File: src/rtl/conv_pkg.sv
// Shared definitions for the two-layer convolution pipeline.
//   - state_e      : feature-map scheduler FSM states
//   - map_h1/map_w1: layer-1 output map size for a given input image size
//   - fmap_depth   : number of words in the layer-1 feature map
//   - cnt_w        : counter width that still works for a range of one value
//   - col_row_lsb  : column-word packing, row i at [i*DATA_W +: DATA_W]
//                    ({row2, row1, row0}, row0 in the LSBs); used by the
//                    layer-2 units to unpack the same word.
package conv_pkg;

  typedef enum logic [2:0] {
    ST_IDLE,
    ST_WRITE,
    ST_RD0,
    ST_RD1,
    ST_RD2,
    ST_RD3,
    ST_OUT,
    ST_DONE
  } state_e;

  localparam int KROWS = 3;
  localparam int KCOLS = 3;

  function automatic int map_h1(input int img_h);
    return img_h - 2;
  endfunction

  function automatic int map_w1(input int img_w);
    return img_w - 2;
  endfunction

  function automatic int fmap_depth(input int nf, input int img_h, input int img_w);
    return nf * map_h1(img_h) * map_w1(img_w);
  endfunction

  function automatic int cnt_w(input int n);
    return (n <= 1) ? 1 : $clog2(n);
  endfunction

  function automatic int col_row_lsb(input int row, input int data_w);
    return row * data_w;
  endfunction

endpackage

File: src/rtl/fmap_window_addr_gen.sv
// Read-window address generator for the layer-2 column fetch.
// Holds the r/c/f/k counters (r outermost, k innermost) and forms the BRAM
// address A(i) = ((r+i)*W1 + c+k)*NF + f for the selected kernel row i.
// Ports:
//   clk, rst   : clock, asynchronous active-high reset
//   clr_i      : zero all counters (new frame)
//   adv_i      : step to the next column (k, then f, then c, then r)
//   row_sel_i  : kernel row i (0..2) used for addr_o
//   addr_o     : A(row_sel_i)
//   f_o, k_o   : current filter and kernel-column indices
//   last_o     : all counters at their maxima (final column of the frame)
module fmap_window_addr_gen
  import conv_pkg::*;
#(
  parameter int IMG_H       = 224,
  parameter int IMG_W       = 224,
  parameter int NUM_FILTERS = 3,
  parameter int ADDR_W      = 16
) (
  input  logic                            clk,
  input  logic                            rst,
  input  logic                            clr_i,
  input  logic                            adv_i,
  input  logic [1:0]                      row_sel_i,
  output logic [ADDR_W-1:0]               addr_o,
  output logic [cnt_w(NUM_FILTERS)-1:0]   f_o,
  output logic [1:0]                      k_o,
  output logic                            last_o
);

  localparam int RN  = IMG_H - 4;
  localparam int CN  = IMG_W - 4;
  localparam int W1  = map_w1(IMG_W);
  localparam int R_W = cnt_w(RN);
  localparam int C_W = cnt_w(CN);
  localparam int F_W = cnt_w(NUM_FILTERS);

  logic [R_W-1:0] r_q, r_d;
  logic [C_W-1:0] c_q, c_d;
  logic [F_W-1:0] f_q, f_d;
  logic [1:0]     k_q, k_d;

  logic r_max, c_max, f_max, k_max;

  assign r_max = (r_q == R_W'(RN - 1));
  assign c_max = (c_q == C_W'(CN - 1));
  assign f_max = (f_q == F_W'(NUM_FILTERS - 1));
  assign k_max = (k_q == 2'(KCOLS - 1));

  always_ff @(posedge clk or posedge rst) begin
    if (rst) begin
      r_q <= '0;
      c_q <= '0;
      f_q <= '0;
      k_q <= '0;
    end else begin
      r_q <= r_d;
      c_q <= c_d;
      f_q <= f_d;
      k_q <= k_d;
    end
  end

  // Nested odometer: each counter wraps and carries into the next outer one.
  always_comb begin
    r_d = r_q;
    c_d = c_q;
    f_d = f_q;
    k_d = k_q;
    if (clr_i) begin
      r_d = '0;
      c_d = '0;
      f_d = '0;
      k_d = '0;
    end else if (adv_i) begin
      if (k_max) begin
        k_d = '0;
        if (f_max) begin
          f_d = '0;
          if (c_max) begin
            c_d = '0;
            r_d = r_max ? '0 : r_q + R_W'(1);
          end else begin
            c_d = c_q + C_W'(1);
          end
        end else begin
          f_d = f_q + F_W'(1);
        end
      end else begin
        k_d = k_q + 2'd1;
      end
    end
  end

  // Every intermediate value is below the map depth, so ADDR_W bits suffice.
  assign addr_o = ((ADDR_W'(r_q) + ADDR_W'(row_sel_i)) * ADDR_W'(W1)
                   + ADDR_W'(c_q) + ADDR_W'(k_q)) * ADDR_W'(NUM_FILTERS)
                  + ADDR_W'(f_q);

  assign f_o    = f_q;
  assign k_o    = k_q;
  assign last_o = r_max & c_max & f_max & k_max;

endmodule

File: src/rtl/conv_fmap_scheduler.sv
// Feature-map BRAM sequencer between the layer-1 conv units, the shared
// single-port feature-map BRAM and the layer-2 conv units.
// Phase 1 (WRITE): accept the layer-1 stream and write it to BRAM in arrival
// order (filter-minor). Phase 2 (RD0..OUT): fetch each 3-row kernel column and
// present it on the column stream, tagged with filter and kernel column.
// Ports:
//   clk, rst            : clock, asynchronous active-high reset
//   start               : begin a frame (honoured in IDLE/DONE only)
//   busy, done          : frame in progress / frame finished
//   l1_valid/ready/data : layer-1 input stream
//   bram_we/addr/din    : BRAM write enable, address, write data
//   bram_dout           : BRAM read data, one cycle after the address
//   col_valid/ready     : column output stream
//   col_data            : {row2, row1, row0}, row0 in the LSBs
//   col_filter, col_k   : filter and kernel-column tags
//   col_last            : final column of the frame
//   dbg_state           : current FSM state
// Both streams use valid/ready: a transfer happens on a rising clk edge where
// valid and ready are both high; the producer holds valid and its payload
// stable until that edge, and ready may depend on nothing but local state.
module conv_fmap_scheduler
  import conv_pkg::*;
#(
  parameter int DATA_W      = 22,
  parameter int IMG_H       = 224,
  parameter int IMG_W       = 224,
  parameter int NUM_FILTERS = 3,
  parameter int ADDR_W      = $clog2(fmap_depth(NUM_FILTERS, IMG_H, IMG_W))
) (
  input  logic                          clk,
  input  logic                          rst,
  input  logic                          start,
  output logic                          busy,
  output logic                          done,
  input  logic                          l1_valid,
  output logic                          l1_ready,
  input  logic [DATA_W-1:0]             l1_data,
  output logic                          bram_we,
  output logic [ADDR_W-1:0]             bram_addr,
  output logic [DATA_W-1:0]             bram_din,
  input  logic [DATA_W-1:0]             bram_dout,
  output logic                          col_valid,
  input  logic                          col_ready,
  output logic [KROWS*DATA_W-1:0]       col_data,
  output logic [cnt_w(NUM_FILTERS)-1:0] col_filter,
  output logic [1:0]                    col_k,
  output logic                          col_last,
  output state_e                        dbg_state
);

  localparam int DEPTH = fmap_depth(NUM_FILTERS, IMG_H, IMG_W);

  state_e              state_q, state_d;
  logic [ADDR_W-1:0]   wr_ptr_q, wr_ptr_d;
  logic [DATA_W-1:0]   row0_q, row1_q, row2_q;

  logic                gen_clr, gen_adv, gen_last;
  logic [1:0]          gen_row_sel;
  logic [ADDR_W-1:0]   gen_addr;

  fmap_window_addr_gen #(
    .IMG_H      (IMG_H),
    .IMG_W      (IMG_W),
    .NUM_FILTERS(NUM_FILTERS),
    .ADDR_W     (ADDR_W)
  ) u_addr_gen (
    .clk      (clk),
    .rst      (rst),
    .clr_i    (gen_clr),
    .adv_i    (gen_adv),
    .row_sel_i(gen_row_sel),
    .addr_o   (gen_addr),
    .f_o      (col_filter),
    .k_o      (col_k),
    .last_o   (gen_last)
  );

  always_ff @(posedge clk or posedge rst) begin
    if (rst) begin
      state_q  <= ST_IDLE;
      wr_ptr_q <= '0;
    end else begin
      state_q  <= state_d;
      wr_ptr_q <= wr_ptr_d;
    end
  end

  // Read data lags the address by one cycle, so RDn+1 captures row n.
  always_ff @(posedge clk or posedge rst) begin
    if (rst) begin
      row0_q <= '0;
      row1_q <= '0;
      row2_q <= '0;
    end else begin
      if (state_q == ST_RD1) row0_q <= bram_dout;
      if (state_q == ST_RD2) row1_q <= bram_dout;
      if (state_q == ST_RD3) row2_q <= bram_dout;
    end
  end

  always_comb begin
    state_d     = state_q;
    wr_ptr_d    = wr_ptr_q;
    gen_clr     = 1'b0;
    gen_adv     = 1'b0;
    gen_row_sel = 2'd0;
    busy        = 1'b0;
    done        = 1'b0;
    l1_ready    = 1'b0;
    bram_we     = 1'b0;
    bram_addr   = '0;
    bram_din    = '0;
    col_valid   = 1'b0;
    case (state_q)
      ST_IDLE, ST_DONE: begin
        done = (state_q == ST_DONE);
        if (start) begin
          state_d  = ST_WRITE;
          wr_ptr_d = '0;
          gen_clr  = 1'b1;
        end
      end
      ST_WRITE: begin
        busy      = 1'b1;
        l1_ready  = 1'b1;
        bram_addr = wr_ptr_q;
        if (l1_valid) begin
          bram_we  = 1'b1;
          bram_din = l1_data;
          wr_ptr_d = wr_ptr_q + ADDR_W'(1);
          if (wr_ptr_q == ADDR_W'(DEPTH - 1)) state_d = ST_RD0;
        end
      end
      ST_RD0: begin
        busy      = 1'b1;
        bram_addr = gen_addr;
        state_d   = ST_RD1;
      end
      ST_RD1: begin
        busy        = 1'b1;
        gen_row_sel = 2'd1;
        bram_addr   = gen_addr;
        state_d     = ST_RD2;
      end
      ST_RD2: begin
        busy        = 1'b1;
        gen_row_sel = 2'd2;
        bram_addr   = gen_addr;
        state_d     = ST_RD3;
      end
      ST_RD3: begin
        // Address parked on the last row so it stays constant through OUT.
        busy        = 1'b1;
        gen_row_sel = 2'd2;
        bram_addr   = gen_addr;
        state_d     = ST_OUT;
      end
      ST_OUT: begin
        busy        = 1'b1;
        gen_row_sel = 2'd2;
        bram_addr   = gen_addr;
        col_valid   = 1'b1;
        if (col_ready) begin
          gen_adv = 1'b1;
          state_d = gen_last ? ST_DONE : ST_RD0;
        end
      end
      default: state_d = ST_IDLE;
    endcase
  end

  always_comb begin
    col_data = '0;
    col_data[col_row_lsb(0, DATA_W) +: DATA_W] = row0_q;
    col_data[col_row_lsb(1, DATA_W) +: DATA_W] = row1_q;
    col_data[col_row_lsb(2, DATA_W) +: DATA_W] = row2_q;
  end

  assign col_last  = gen_last;
  assign dbg_state = state_q;

endmodule

File: config.mk
export PLATFORM = sky130hd
export DESIGN_NAME = conv_fmap_scheduler
export DESIGN_NICKNAME = d
export VERILOG_FILES = /design/src/rtl/conv_pkg.sv /design/src/rtl/fmap_window_addr_gen.sv /design/src/rtl/conv_fmap_scheduler.sv
export SDC_FILE = /design/constraint.sdc
export NUM_CORES = 1
export LEC_CHECK = 0
export BUFFER_PORTS_ARGS = -buffer_cell sky130_fd_sc_hd__buf_2
export CAP_MARGIN = 40
export CELL_PAD_IN_SITES_DETAIL_PLACEMENT = 1
export CELL_PAD_IN_SITES_GLOBAL_PLACEMENT = 2
export CORE_ASPECT_RATIO = 0.9
export CORE_MARGIN = 2
export CORE_UTILIZATION = 30
export DETAILED_ROUTE_END_ITERATION = 12
export PLACE_DENSITY_LB_ADDON = 0.1
export SLEW_MARGIN = 15
export SYNTH_ARGS = -nofsm -noshare
export SYNTH_HDL_FRONTEND = slang
export SYNTH_SLANG_ARGS = --single-unit
File: constraint.sdc
create_clock -name clk -period 30.7 [get_ports clk]
set_input_delay 9.21 -clock clk [delete_from_list [all_inputs] [get_ports clk]]
set_output_delay 9.21 -clock clk [all_outputs]
set_load 0.02 [all_outputs]
==> metrics.csv <==
stage,metric,value,unit
run_status,status,"complete, no violations",
place,HPWL after detailed placement,17500,um
flow_run,max-cap viol count,0,
clock_tree,clock latency at the later pin of the worst-skew pair,0.36,ns
logic_synthesis,async set-reset flop share out of synthesis,100,%
floorplanning,Die ar.,28900,sq um
hold_path,worst hold start,row0_q[20],
setup_path,worst r2r dst,u_addr_gen.r_q[5],
floorplanning,Initial Util,30.6,%
logic_synthesis,"Seq/Total Area, Yosys",32.4,%
timing,Final TNS setup,0,ns
setup_path,Critical Path Start,l1_valid,
logic_synthesis,"EDFF count, synth",0,
cells_and_area,layout overhead on the synthesized area,19.5,%
logic_synthesis,Post-Syn Instances,872,
routing,drt first-iter violations,247,
logic_synthesis,Synth cell types,67,
timing,final hold vios,0,
setup_path,CP Launch Type,input port,
grt,met3 Usage GRT,3.11,%
logic_synthesis,"FF+latch count, synth",107,
grt,met2 Usage GRT,24.6,%
clock_tree,Num CTS Buffers,9,
hold_path,hold path cells,2,
grt,grt peak-use layer,met2,
setup_path,WP data required,21.49,ns
routing,WL/cell,15.8,um
timing,Slew @ Worst Pin,0.727,ns
routing,detailed-route DRC error count,0,
setup_path,Worst R2R Path Depth,10,
grt,met1 Track Usage GR,22.8,%
clock_tree,Root Buffer,clkbuf_16,
logic_synthesis,Syn Nets,1042,
grt,largest net degree at the start of global routing,43,
timing,Slew HR,51.1,%
floorplanning,Core ar.,27000,sq um
logic_synthesis,"Avg Cell Area, Syn",9.48,sq um
setup_path,Crit. End Element,output pin,
timing,final setup margin,11.34,ns
clock_tree,post-cts hold buffer count,0,
place,post-place setup slack,11.11,ns
timing,fin. max-slew vios,0,
clock_tree,post_cts resized,0,
floorplanning,Row Count,57,
routing,routed vias,6635,
cells_and_area,share of layout cells above drive strength 1,24.9,%
logic_synthesis,top_reg_cell synth,dfrtp_1,
clock_tree,Clock transition at path regs,0.07,ns
setup_path,kind of critical path,in2out,
logic_synthesis,yosys warns,0,
timing,RSZ-0062 raised after global routing,no,
clock_tree,Max Root-Sink Buffers,2,
timing,period utilisation layout,63.1,%
timing,minimum clock period,19.36,ns
routing,first drt pass iteration count,4,
grt,initial antenna violation count,0,
grt,GRT overflow,0,
clock_tree,TritonCTS clock tree,built,
floorplanning,Die Y,161,um
routing,final wirelength,22000,um
routing,ANT nets after route,0,
timing,final setup vio count,0,
place,GPL Wtd Cong,0.737,
logic_synthesis,Post-Synthesis Cell Area,8260,sq um
clock_tree,H-tree Lvls,3,
timing,Max Freq,51.7,MHz
grt,first-pass GRT wire length,36300,um
cells_and_area,Filler cells,3128,
clock_tree,post-CTS setup buffer count,0,
cells_and_area,final net count,1204,
grt,vias in the first global route,6764,
hold_path,WHS Endpoint,row0_q[20],
timing,Clock Skews,0.00898,ns
cells_and_area,Ant. Diodes,0,
setup_path,worst endpoint data arrival time,10.15,ns
hold_path,hold crit path type,reg2reg,
floorplanning,DIE WIDTH,179,um
grt,Global Route Usage Sum,15.8,%
routing,vias per cell,4.76,
setup_path,Reg-to-Reg Start,dbg_state[1],
setup_path,"critical path fanouts, max",23,
place,IO Port Bufs,167,
setup_path,reg2reg setup slack,27.70,ns
floorplanning,IO Pins,168,
clock_tree,CTS Sinks,107,
-- stage by stage --
| stage | hold slack (ns) | instance area [sq um] | util, % | instances |
|---|---|---|---|---|
| 5_1_grt | 0.495 | 9880 | 36.5 | 1393 |
| 2_1_floorplan | 0.498 | 8260 | - | 872 |
| 4_1_cts | 0.477 | 9860 | 36.5 | 1392 |
| 3_3_place_gp | 0.454 | 9510 | 35.2 | 1375 |
| 6_report | 0.467 | 9880 | 36.5 | 1393 |
| 3_5_place_dp | 0.457 | 9530 | 35.2 | 1376 |
-- registers in the layout, indices dropped and copies added, names as in the netlist --
signal	cells
dbg_state	3
row0_q	22
row1_q	22
row2_q	22
u_addr_gen.c_q	8
u_addr_gen.f_o	2
u_addr_gen.k_o	2
u_addr_gen.r_q	8
wr_ptr_q	18
-- routing by layer --
metal | vias to the layer above | wire length (um)
li1 | 3314 | -
met1 | 3218 | 11000
met2 | 94 | 10100
met3 | 9 | 712
met4 | 0 | 174
met5 | - | 0
-- cell usage after synthesis (7+ instances only) --
cell type | number | area (sq um)
a21oi_1 | 40 | 200
a22o_1 | 11 | 96.3
and2_1 | 27 | 169
and3_1 | 16 | 100
clkbuf_1 | 21 | 78.8
dfrtp_1 | 107 | 2680
fa_1 | 27 | 541
ha_1 | 94 | 1180
inv_1 | 65 | 244
mux2_2 | 44 | 495
nand2_1 | 110 | 413
nand3_1 | 23 | 115
nor2_1 | 52 | 195
nor2b_1 | 8 | 50.1
nor3_1 | 11 | 55.1
o21a_1 | 9 | 67.6
o21ai_0 | 34 | 170
o31ai_1 | 7 | 52.6
or3_1 | 10 | 62.6
xnor2_1 | 39 | 342
xor2_1 | 23 | 201
-- how the worst max path moves through the flow --
stage                     to  slack [ns]
2_1_floorplan   bram_din[12]       11.51
3_5_place_dp   bram_addr[17]       11.11
5_1_grt        bram_addr[17]       10.50
3_3_place_gp     bram_din[2]       11.33
6_report        bram_din[20]       11.34
4_1_cts        bram_addr[17]       10.65
-- worst max-delay path, cell delays in order --
cell	delay, ns
buf_2	0.11
nand2_1	0.08
inv_1	0.38
and2_1	0.20
buf_2	0.16
-- layout make-up --
type                            instances  area [sq um]  area share [%]
Multi-Input combinational cell        673          5240            53.1
Sequential cell                       107          2680            27.1
Timing Repair Buffer                  177           931            9.42
Tap cell                              354           443            4.48
Inverter                               66           250            2.53
Clock buffer                            9           225            2.28
Clock inverter                          7           109            1.10
-- placed cells by master (no fill, tap or decap), types with 3 or more instances in the layout --
cell type,instances
a21o_1,5
a21oi_1,40
a22o_1,11
a311oi_1,3
a31oi_1,4
a32o_1,3
and2_1,27
and3_1,16
buf_2,167
buf_4,8
clkbuf_16,9
clkinv_4,3
dfrtp_1,107
fa_1,27
ha_1,94
inv_1,64
mux2_2,44
nand2_1,110
nand2b_1,6
nand3_1,23
nand3b_1,4
nand4_1,4
nor2_1,52
nor2b_1,8
nor3_1,11
nor3b_1,5
nor4_1,3
nor4b_1,3
o211ai_1,3
o21a_1,9
o21ai_0,34
o21bai_1,3
o31ai_1,7
or2_2,6
or3_1,10
xnor2_1,39
xor2_1,23
-- logic make-up (layout without fill, tap and decap cells) --
group / Yosys count / count (layout) / share of synthesized area, %
fa+ha+maj: 121 / 121 / 20.8
simple gates: 300 / 300 / 17.7
mux: 45 / 45 / 6.12
xor+xnor: 64 / 64 / 7.04
buf+inv: 92 / 259 / 4.22
flops: 107 / 107 / 32.4
compound gates: 143 / 143 / 11.8
Power is not shown: default switching activity piles up to over one toggle a cycle in this logic, so the estimate is an artifact.
